### config.mk
export PLATFORM = sky130hd
export DESIGN_NAME = seg_scan_ctrl
export DESIGN_NICKNAME = d
export VERILOG_FILES = /design/src/rtl/seg_pkg.sv /design/src/rtl/bin2bcd_seq.sv /design/src/rtl/seg_scan_ctrl.sv
export SDC_FILE = /design/constraint.sdc
export NUM_CORES = 1
export LEC_CHECK = 0
export CORE_MARGIN = 2
export CORE_UTILIZATION = 57
export DETAILED_ROUTE_END_ITERATION = 10
export DONT_BUFFER_PORTS = 1
export PLACE_DENSITY = 0.75
export SYNTH_ARGS = -nofsm -noshare
export SYNTH_HDL_FRONTEND = slang
export SYNTH_HIERARCHICAL = 1
export SYNTH_SLANG_ARGS = --single-unit
### constraint.sdc
create_clock -name clk -period 2.6 [get_ports clk]
set_clock_uncertainty 0.1 [all_clocks]
set_input_delay 0.52 -clock clk [delete_from_list [all_inputs] [get_ports clk]]
set_output_delay 0.52 -clock clk [all_outputs]
set_load 0.02 [all_outputs]
### src/rtl/seg_pkg.sv
// ---------------------------------------------------------------------------
// seg_pkg
// Definitions shared by the 7-segment display path:
//   - state_e      : conversion FSM states (idle / shifting / committing)
//   - NumDigits    : number of BCD digits on the display
//   - BcdW         : width of the packed BCD word (4 bits per digit)
//   - SEG_BLANK    : all segments off (active-low)
//   - SEG_0..SEG_9 : active-low {a,b,c,d,e,f,g} codes for the decimal digits
//   - seg7_code()  : nibble -> segment code. Non-decimal nibbles return SEG_BLANK.
// ---------------------------------------------------------------------------
package seg_pkg;

  typedef enum logic [1:0] {
    StIdle,
    StShift,
    StDone
  } state_e;

  localparam int unsigned NumDigits = 4;
  localparam int unsigned BcdW      = 4 * NumDigits;

  localparam logic [6:0] SEG_BLANK = 7'b1111111;
  localparam logic [6:0] SEG_0     = 7'b0000001;
  localparam logic [6:0] SEG_1     = 7'b1001111;
  localparam logic [6:0] SEG_2     = 7'b0010010;
  localparam logic [6:0] SEG_3     = 7'b0000110;
  localparam logic [6:0] SEG_4     = 7'b1001100;
  localparam logic [6:0] SEG_5     = 7'b0100100;
  localparam logic [6:0] SEG_6     = 7'b0100000;
  localparam logic [6:0] SEG_7     = 7'b0001111;
  localparam logic [6:0] SEG_8     = 7'b0000000;
  localparam logic [6:0] SEG_9     = 7'b0001100;

  function automatic logic [6:0] seg7_code(input logic [3:0] nibble);
    logic [6:0] code;
    case (nibble)
      4'd0:    code = SEG_0;
      4'd1:    code = SEG_1;
      4'd2:    code = SEG_2;
      4'd3:    code = SEG_3;
      4'd4:    code = SEG_4;
      4'd5:    code = SEG_5;
      4'd6:    code = SEG_6;
      4'd7:    code = SEG_7;
      4'd8:    code = SEG_8;
      4'd9:    code = SEG_9;
      default: code = SEG_BLANK;
    endcase
    return code;
  endfunction

endpackage

### src/rtl/bin2bcd_seq.sv
// ---------------------------------------------------------------------------
// bin2bcd_seq
// Sequential double-dabble binary-to-BCD converter. One shift per clock,
// VALUE_W shifts per conversion.
// Ports:
//   clk_i    : clock
//   reset_i  : synchronous active-high reset
//   start_i  : load value_i, clear the BCD word and start shifting
//   value_i  : binary value, sampled when start_i is high
//   done_o   : high during the cycle whose edge performs the final shift
//   bcd_o    : packed BCD result, digit 0 in bits [3:0]; final once done_o
//              has been seen and until the next start_i
// ---------------------------------------------------------------------------
module bin2bcd_seq
  import seg_pkg::*;
#(
  parameter int unsigned VALUE_W = 7
) (
  input  logic               clk_i,
  input  logic               reset_i,
  input  logic               start_i,
  input  logic [VALUE_W-1:0] value_i,
  output logic               done_o,
  output logic [BcdW-1:0]    bcd_o
);

  localparam int unsigned    CntW    = $clog2(VALUE_W + 1);
  localparam logic [CntW-1:0] LastCnt = CntW'(VALUE_W - 1);

  logic [VALUE_W-1:0] bin_q, bin_d;
  logic [BcdW-1:0]    bcd_q, bcd_d;
  logic [BcdW-1:0]    bcd_adj;
  logic [CntW-1:0]    cnt_q, cnt_d;
  logic               run_q, run_d;

  // Add-3 correction on every nibble >= 5, applied before the shift.
  always_comb begin
    bcd_adj = bcd_q;
    for (int k = 0; k < NumDigits; k++) begin
      if (bcd_q[4*k +: 4] >= 4'd5) begin
        bcd_adj[4*k +: 4] = bcd_q[4*k +: 4] + 4'd3;
      end
    end
  end

  always_comb begin
    bin_d = bin_q;
    bcd_d = bcd_q;
    cnt_d = cnt_q;
    run_d = run_q;
    if (start_i) begin
      bin_d = value_i;
      bcd_d = '0;
      cnt_d = '0;
      run_d = 1'b1;
    end else if (run_q) begin
      // Shift {bcd, bin} left by one as a single word.
      bcd_d = {bcd_adj[BcdW-2:0], bin_q[VALUE_W-1]};
      bin_d = bin_q << 1;
      cnt_d = cnt_q + CntW'(1);
      if (cnt_q == LastCnt) begin
        run_d = 1'b0;
      end
    end
  end

  always_ff @(posedge clk_i) begin
    if (reset_i) begin
      bin_q <= '0;
      bcd_q <= '0;
      cnt_q <= '0;
      run_q <= 1'b0;
    end else begin
      bin_q <= bin_d;
      bcd_q <= bcd_d;
      cnt_q <= cnt_d;
      run_q <= run_d;
    end
  end

  assign done_o = run_q && (cnt_q == LastCnt);
  assign bcd_o  = bcd_q;

endmodule

### src/rtl/seg_scan_ctrl.sv
// ---------------------------------------------------------------------------
// seg_scan_ctrl
// Display controller: converts a binary count to BCD, commits all four digits
// atomically and time-multiplexes a 4-digit active-low 7-segment bus.
// Ports:
//   clk         : clock
//   reset       : synchronous active-high reset
//   value       : binary count to display
//   value_valid : single-cycle load strobe for value
//   blank_lz    : blank leading zeros (digits 3..1), sampled live
//   busy        : conversion in progress (SHIFT or DONE)
//   enable      : active-low one-hot anode select, bit 0 = rightmost digit
//   seg         : active-low segments {a,b,c,d,e,f,g}
// ---------------------------------------------------------------------------
module seg_scan_ctrl
  import seg_pkg::*;
#(
  parameter int unsigned VALUE_W     = 7,
  parameter int unsigned REFRESH_CNT = 50000
) (
  input  logic               clk,
  input  logic               reset,
  input  logic [VALUE_W-1:0] value,
  input  logic               value_valid,
  input  logic               blank_lz,
  output logic               busy,
  output logic [3:0]         enable,
  output logic [6:0]         seg
);

  localparam int unsigned     RefW    = $clog2(REFRESH_CNT);
  localparam logic [RefW-1:0] RefLast = RefW'(REFRESH_CNT - 1);

  state_e             state_q, state_d;
  logic               busy_q, busy_d;
  logic               pend_q, pend_d;
  logic [VALUE_W-1:0] pend_val_q, pend_val_d;
  logic [BcdW-1:0]    digit_q, digit_d;
  logic [RefW-1:0]    ref_cnt_q, ref_cnt_d;
  logic [1:0]         slot_q, slot_d;

  logic               conv_start;
  logic [VALUE_W-1:0] conv_val;
  logic               conv_done;
  logic [BcdW-1:0]    conv_bcd;

  bin2bcd_seq #(
    .VALUE_W (VALUE_W)
  ) u_bin2bcd (
    .clk_i   (clk),
    .reset_i (reset),
    .start_i (conv_start),
    .value_i (conv_val),
    .done_o  (conv_done),
    .bcd_o   (conv_bcd)
  );

  // Conversion sequencing, pending capture and atomic commit.
  always_comb begin
    state_d    = state_q;
    pend_d     = pend_q;
    pend_val_d = pend_val_q;
    digit_d    = digit_q;
    conv_start = 1'b0;
    conv_val   = value;
    unique case (state_q)
      StIdle: begin
        if (value_valid) begin
          conv_start = 1'b1;
          state_d    = StShift;
        end
      end
      StShift: begin
        // Latest load wins while a conversion is in flight.
        if (value_valid) begin
          pend_d     = 1'b1;
          pend_val_d = value;
        end
        if (conv_done) begin
          state_d = StDone;
        end
      end
      StDone: begin
        digit_d = conv_bcd;
        pend_d  = 1'b0;
        // A load coinciding with DONE is newer than anything pending.
        if (value_valid) begin
          conv_start = 1'b1;
          state_d    = StShift;
        end else if (pend_q) begin
          conv_start = 1'b1;
          conv_val   = pend_val_q;
          state_d    = StShift;
        end else begin
          state_d = StIdle;
        end
      end
      default: state_d = StIdle;
    endcase
    busy_d = (state_d != StIdle);
  end

  // Refresh scheduling runs freely, independent of conversions.
  always_comb begin
    if (ref_cnt_q == RefLast) begin
      ref_cnt_d = '0;
      slot_d    = slot_q + 2'd1;
    end else begin
      ref_cnt_d = ref_cnt_q + RefW'(1);
      slot_d    = slot_q;
    end
  end

  always_ff @(posedge clk) begin
    if (reset) begin
      state_q    <= StIdle;
      busy_q     <= 1'b0;
      pend_q     <= 1'b0;
      pend_val_q <= '0;
      digit_q    <= '0;
      ref_cnt_q  <= '0;
      slot_q     <= 2'd0;
    end else begin
      state_q    <= state_d;
      busy_q     <= busy_d;
      pend_q     <= pend_d;
      pend_val_q <= pend_val_d;
      digit_q    <= digit_d;
      ref_cnt_q  <= ref_cnt_d;
      slot_q     <= slot_d;
    end
  end

  // Output decode.
  logic [NumDigits-1:0] lz;
  logic [3:0]           cur_digit;

  always_comb begin
    // lz[k]: digit k and every higher digit are zero. Digit 0 is never blanked.
    lz[NumDigits-1] = (digit_q[BcdW-1 -: 4] == 4'd0);
    for (int k = NumDigits - 2; k >= 1; k--) begin
      lz[k] = lz[k+1] && (digit_q[4*k +: 4] == 4'd0);
    end
    lz[0] = 1'b0;

    cur_digit = digit_q[{slot_q, 2'b00} +: 4];
    enable    = ~(4'b0001 << slot_q);
    if (blank_lz && lz[slot_q]) begin
      seg = SEG_BLANK;
    end else begin
      seg = seg7_code(cur_digit);
    end
  end

  assign busy = busy_q;

endmodule

==> results.py, run 1 <==
metrics = {
    "layout": {
        "fillers": 540,
        "num_antenna_cells": 0,
        "multi_input_area_um2": 2200,
        "final-seq-area_um2": 1450,
        "instances_no_fill": 516,
        "nets": 466,
        "area_delta_synth_final_pct": 8.61,
        "utilization": 0.649,
        "fin_area_um2": 4170,
        "drive_gt1_frac": 0.157,
    },
    "floorplanning": {
        "start_util": 0.598,
        "rows": 29,
        "die_area_um2": 7400,
        "die_h_um": 86.1,
        "die_w_um": 86.1,
        "io_pins": 23,
        "fp.coreArea_um2": 6420,
    },
    "grt": {
        "grt_pass1_vias": 2724,
        "grt-ovfl-total": 0,
        "grt.total_usage": 0.213,
        "grt_max_degree": 43,
        "grt_pass1_wl_um": 12600,
        "antenna_found_initial": 0,
    },
    "run": {
        "maxCapViolations": 0,
    },
    "clocking": {
        "cts_buffers": 9,
        "cts_tree": "built",
        "clk_latency_ns": 0.35,
        "cts_root_buf": "clkbuf_8",
        "path_clk_slew_ns": 0.07,
        "clkSinkCount": 72,
        "postCtsHoldBufs": 0,
        "h-tree-depth": 3,
        "cts_buffer_depth": 2,
    },
    "sta": {
        "fmax_mhz": 364,
        "worst_slack_ns": -0.144,
        "hold_ws_ns": 0.132,
        "min_period_over_period": 1.06,
        "setup_tns_ns": -0.455,
        "finalSetupViolCount": 7,
        "tightest_slew_ns": 0.630,
        "hold_violations": 0,
        "rsz0062_at_grt": "true",
        "slew_headroom": 0.580,
        "finalCriticalPeriod_ns": 2.74,
        "drv_slew": 0,
    },
    "worst_setup_path": {
        "cp_num_buf_inv": 2,
        "cp_data_required_time_ns": 1.98,
        "crit_path_top_delay_cell": "mux4_2",
        "crit_arrival_ns": 2.12,
        "max_stage_delay_ns": 0.50,
        "startpoint_type": "register",
        "cp.depth": 6,
        "path_delay_family": "compound AO/OA/AOI/OAI gates",
        "worstSetupPathType": "reg2out",
        "cp_max_fo": 4,
        "reg2reg_depth": 5,
        "end_kind": "output port",
        "cp_cell_sequence": "buf_6, mux4_2, o21a_1, a41o_1, o21bai_1, buf_4",
    },
    "pwr": {
        "vdd_drop_max_mv": 0.316,
        "powerDensity_nw_per_um2": 528,
        "p_leak_nw": 1.56,
    },
    "synth": {
        "netlist.area_leader.share": 0.376,
        "synth_cells": 435,
        "synth_ff_type": "dfxtp_1",
        "synth_edf_count": 0,
        "yosysWarnings": 6,
        "synth_area_leaders": "dfxtp_1 38%, ha_1 6.8%, nand2_1 5.5%",
        "async_flop_share": 0,
        "avgSynthCellArea_um2": 8.82,
        "ys_seq_elements": 72,
        "ys_seq_area_frac": 0.376,
        "synth_area_um2": 3840,
        "synth_cell_types": 52,
        "synthTopCellsByCount": "72 x dfxtp_1, 56 x nand2_1, 42 x nor2_1",
        "yosysMostFrequentCell": "dfxtp_1",
        "synth_fp_nets": 467,
        "yosysTopAreaCell": "dfxtp_1",
    },
    "route": {
        "drtAntennaViolNets": 0,
        "remaining_drc_errors": 0,
        "wire_per_inst_um": 14.3,
        "drtPass1Iterations": 4,
        "vias": 2986,
        "viasPerCell": 5.79,
        "drtIter0Drc": 161,
        "finalWirelength_um": 7390,
    },
    "run_status": {
        "status": "finished with violations",
        "violations": "setup timing",
    },
    "worst_hold_path": {
        "holdPathStages": 1,
        "hold_class": "in2reg",
    },
    "place": {
        "place_area_um2": 3880,
        "place_inst": 497,
        "port_buffers": 0,
        "gp_congestion": 0.893,
        "place.detailed.hpwl_um": 5170,
    },
}
==> what timing repair did <==
item,in CTS,in global routing
endpoints found under the setup margin,7,7
setup buffers,3,0
pin swaps,5,3
gates resized for setup,20,1
==> worst register-to-register path: cells and delay by family (launching register included) <==
family        cells  cell delay, ns
simple gates      4            1.16
flops             1            0.37
fa+ha+maj         1            0.19
==> metal layers <==
layer  share of wire  vias up  wire [um]  global-route usage
li1                -     1508          -                   -
met1            0.48     1408       3510               0.282
met2            0.47       53       3490               0.335
met3           0.029       17        212              0.0356
met4           0.023        0        172               0.104
met5               0        -          0                   0
==> cell usage in the layout, fill, tap and decap left out, drive strengths merged, types with 3 or more instances in the layout <==
cell | synthesis | final
dfxtp | 72 | 72
nand2 | 56 | 56
nor2 | 42 | 42
a21oi | 32 | 32
inv | 22 | 22
ha | 21 | 21
mux2i | 17 | 17
buf | 16 | 15
nand3 | 14 | 14
mux2 | 14 | 14
o21ai | 14 | 14
clkbuf | 11 | 13
xor2 | 10 | 10
nand2b | 8 | 8
nand3b | 6 | 6
a2111o | 6 | 6
o211ai | 6 | 6
or3 | 5 | 5
xnor2 | 5 | 5
a31oi | 5 | 5
or4 | 5 | 5
mux4 | 4 | 4
nand4 | 4 | 4
and4 | 4 | 4
o21a | 3 | 3
nor2b | 3 | 3
and3 | 3 | 3
nor4bb | 3 | 3
or3b | 3 | 3
o21bai | 3 | 3
nor3b | 3 | 3
==> state kept, by name (all words and copies together), names as in the netlist, 2 cells and up <==
signal	flops
digit_q	16
ref_cnt_q	16
u_bin2bcd/bcd_o	16
pend_val_q	7
u_bin2bcd/bin_q	7
u_bin2bcd/cnt_q	3
slot_q	2
state_q	2
==> cell families after synthesis <==
| group | count (synthesis) | share of synthesized area |
|---|---|---|
| AND/OR/NAND/NOR | 165 | 0.216 |
| AO/OA/AOI/OAI | 78 | 0.132 |
| flip-flops | 72 | 0.376 |
| buffers and inverters | 49 | 0.0626 |
| multiplexers | 35 | 0.111 |
| adder cells (fa/ha/maj) | 21 | 0.0685 |
| XOR/XNOR | 15 | 0.0342 |
==> worst paths after layout <==
kind	from	end	slack, ns
worst max-delay path	slot_q[0]$_SDFFE_PP0N_	seg[6]	-0.14
worst min-delay path	reset	pend_q$_SDFFE_PP0P_	0.13
worst max register to register	ref_cnt_q[0]$_SDFF_PP0_	ref_cnt_q[3]$_SDFF_PP0_	0.65
worst min register to register	ref_cnt_q[0]$_SDFF_PP0_	ref_cnt_q[0]$_SDFF_PP0_	0.36
==> final cells by class <==
| type | count | share of cell area |
|---|---|---|
| Multi-Input combinational cell | 314 | 0.529 |
| Sequential cell | 72 | 0.347 |
| Clock buffer | 13 | 0.0381 |
| Timing Repair Buffer | 15 | 0.0336 |
| Tap cell | 77 | 0.0231 |
| Inverter | 22 | 0.0198 |
| Clock inverter | 3 | 0.00961 |
==> stage by stage <==
| stage | total power, W | worst slack, ns |
|---|---|---|
| 2_1_floorplan | 0.00132 | 0.0207 |
| 3_3_place_gp | 0.00133 | 0.123 |
| 3_5_place_dp | 0.00133 | 0.0547 |
| 4_1_cts | 0.00222 | -0.171 |
| 5_1_grt | 0.00229 | -0.203 |
| 6_report | 0.00220 | -0.144 |
==> report_power, final <==
group          switching [W]  internal (W)
logic              0.0000789     0.0000690
clock network       0.000397      0.000493
registers          0.0000298       0.00113
total               0.000506       0.00169
Note: power is estimated with default switching activity, not from simulation.
==> run 2, diff against run 1 <==
Settings changed: GPL_ROUTABILITY_DRIVEN set to 1.
==> results of run 2 <==
The final DEF is identical to that of run 1; final timing and power are the same.
==> run 3, diff against run 2 <==
Settings changed: HOLD_SLACK_MARGIN set to 0.08, RECOVER_POWER set to 25.
==> results.py, run 3 (synthesis results as in run 1) <==
metrics = {
    "pwr": {
        "powerDensity_nw_per_um2": 528,
        "p_leak_nw": 1.55,
        "power_w": 0.00220,
        "vdd_drop_max_mv": 0.316,
    },
    "sta": {
        "finalSetupViolCount": 7,
        "hold_violations": 0,
        "hold_ws_ns": 0.133,
        "drv_slew": 0,
        "setup_tns_ns": -0.455,
        "finalCriticalPeriod_ns": 2.74,
        "worst_slack_ns": -0.143,
        "slew_headroom": 0.504,
        "min_period_over_period": 1.06,
        "fmax_mhz": 365,
        "rsz0062_at_grt": "true",
        "tightest_slew_ns": 0.744,
    },
    "run_status": {
        "status": "finished with violations",
        "violations": "setup timing",
    },
    "worst_hold_path": {
        "hold_class": "in2reg",
    },
    "route": {
        "drtIter0Drc": 157,
        "viasPerCell": 5.79,
        "vias": 2986,
        "drtPass1Iterations": 4,
        "remaining_drc_errors": 0,
        "finalWirelength_um": 7380,
        "wire_per_inst_um": 14.3,
        "drtAntennaViolNets": 0,
    },
    "place": {
        "place.detailed.hpwl_um": 5170,
        "port_buffers": 0,
        "place_area_um2": 3880,
        "gp_congestion": 0.893,
    },
    "floorplanning": {
        "rows": 29,
        "die_area_um2": 7400,
        "io_pins": 23,
        "die_h_um": 86.1,
        "start_util": 0.598,
        "die_w_um": 86.1,
        "fp.coreArea_um2": 6420,
    },
    "worst_setup_path": {
        "cp_data_required_time_ns": 1.98,
        "cp_num_buf_inv": 2,
        "cp_cell_sequence": "buf_6, mux4_2, o21a_1, a41o_1, o21bai_1, buf_4",
        "crit_arrival_ns": 2.12,
        "path_delay_family": "compound AO/OA/AOI/OAI gates",
        "crit_path_top_delay_cell": "mux4_2",
        "max_stage_delay_ns": 0.50,
        "startpoint_type": "register",
        "end_kind": "output port",
        "cp_max_fo": 4,
        "worstSetupPathType": "reg2out",
    },
    "layout": {
        "final_common_cell": "dfxtp_1",
        "drive_gt1_frac": 0.153,
        "num_antenna_cells": 0,
        "nets": 466,
        "area_delta_synth_final_pct": 8.41,
        "fin_area_um2": 4160,
        "final_cell_mix": "71 x dfxtp_1, 54 x nand2_1, 42 x nor2_1",
    },
    "clocking": {
        "cts_buffers": 9,
        "clk_latency_ns": 0.35,
        "cts_tree": "built",
        "postCtsHoldBufs": 0,
        "cts_root_buf": "clkbuf_8",
        "clkSinkCount": 72,
        "h-tree-depth": 3,
        "cts_buffer_depth": 2,
        "path_clk_slew_ns": 0.07,
    },
    "grt": {
        "grt_pass1_wl_um": 12600,
        "grt_pass1_vias": 2724,
        "grt_max_degree": 43,
        "antenna_found_initial": 0,
        "grt.total_usage": 0.213,
        "grt-ovfl-total": 0,
    },
    "run": {
        "maxCapViolations": 0,
    },
}
[run 3: cell types whose count changed in the layout (fill, tap and decap cells not counted), sizes merged]
cell / change
buf: -2
clkbuf: +2
[run 3: final cells by class]
cell class	instances	area, um^2
Clock inverter	3	40.0
Inverter	22	82.6
Fill cell	543	2260
Tap cell	77	96.3
Timing Repair Buffer	15	133
Clock buffer	13	159
Multi-Input combinational cell	314	2200
Sequential cell	72	1450
[run 3: worst paths after layout]
| kind | from | to | slack [ns] | depth (start not counted) |
|---|---|---|---|---|
| setup / recovery | slot_q[0]$_SDFFE_PP0N_ | seg[6] | -0.14 | 6 |
| hold / removal | reset | pend_q$_SDFFE_PP0P_ | 0.13 | 1 |
| setup reg to reg | ref_cnt_q[0]$_SDFF_PP0_ | ref_cnt_q[3]$_SDFF_PP0_ | 0.65 | 5 |
| hold reg to reg | ref_cnt_q[0]$_SDFF_PP0_ | ref_cnt_q[0]$_SDFF_PP0_ | 0.36 | 1 |
[run 3: power breakdown]
group          total, W  internal [W]  switching [W]
Clock          0.000891      0.000493       0.000397
Sequential      0.00116       0.00113      0.0000299
Combinational  0.000147     0.0000681      0.0000792
[run 3: metal layers]
| metal | share of wire | global-route usage | vias to the layer above |
|---|---|---|---|
| met1 | 0.48 | 0.282 | 1412 |
| met4 | 0.021 | 0.104 | 0 |
| met2 | 0.47 | 0.335 | 51 |
| li1 | - | - | 1509 |
| met3 | 0.030 | 0.0356 | 14 |
| met5 | 0 | 0 | - |
[run 3: through the flow]
step	setup slack [ns]	util	instances
finish	-0.143	0.648	516
global route	-0.203	0.648	516
CTS	-0.171	0.649	516
detailed placement	0.0547	0.604	497
global placement	0.123	0.604	497
floorplan	0.0207	-	435
[run 3: timing repair]
action / in CTS / in global routing
pin swaps: 5 / 3
resized for setup: 20 / 1
endpoints found under the setup margin: 7 / 7
hold endpoints to repair: 0 / 0
buffers inserted: 3 / 0
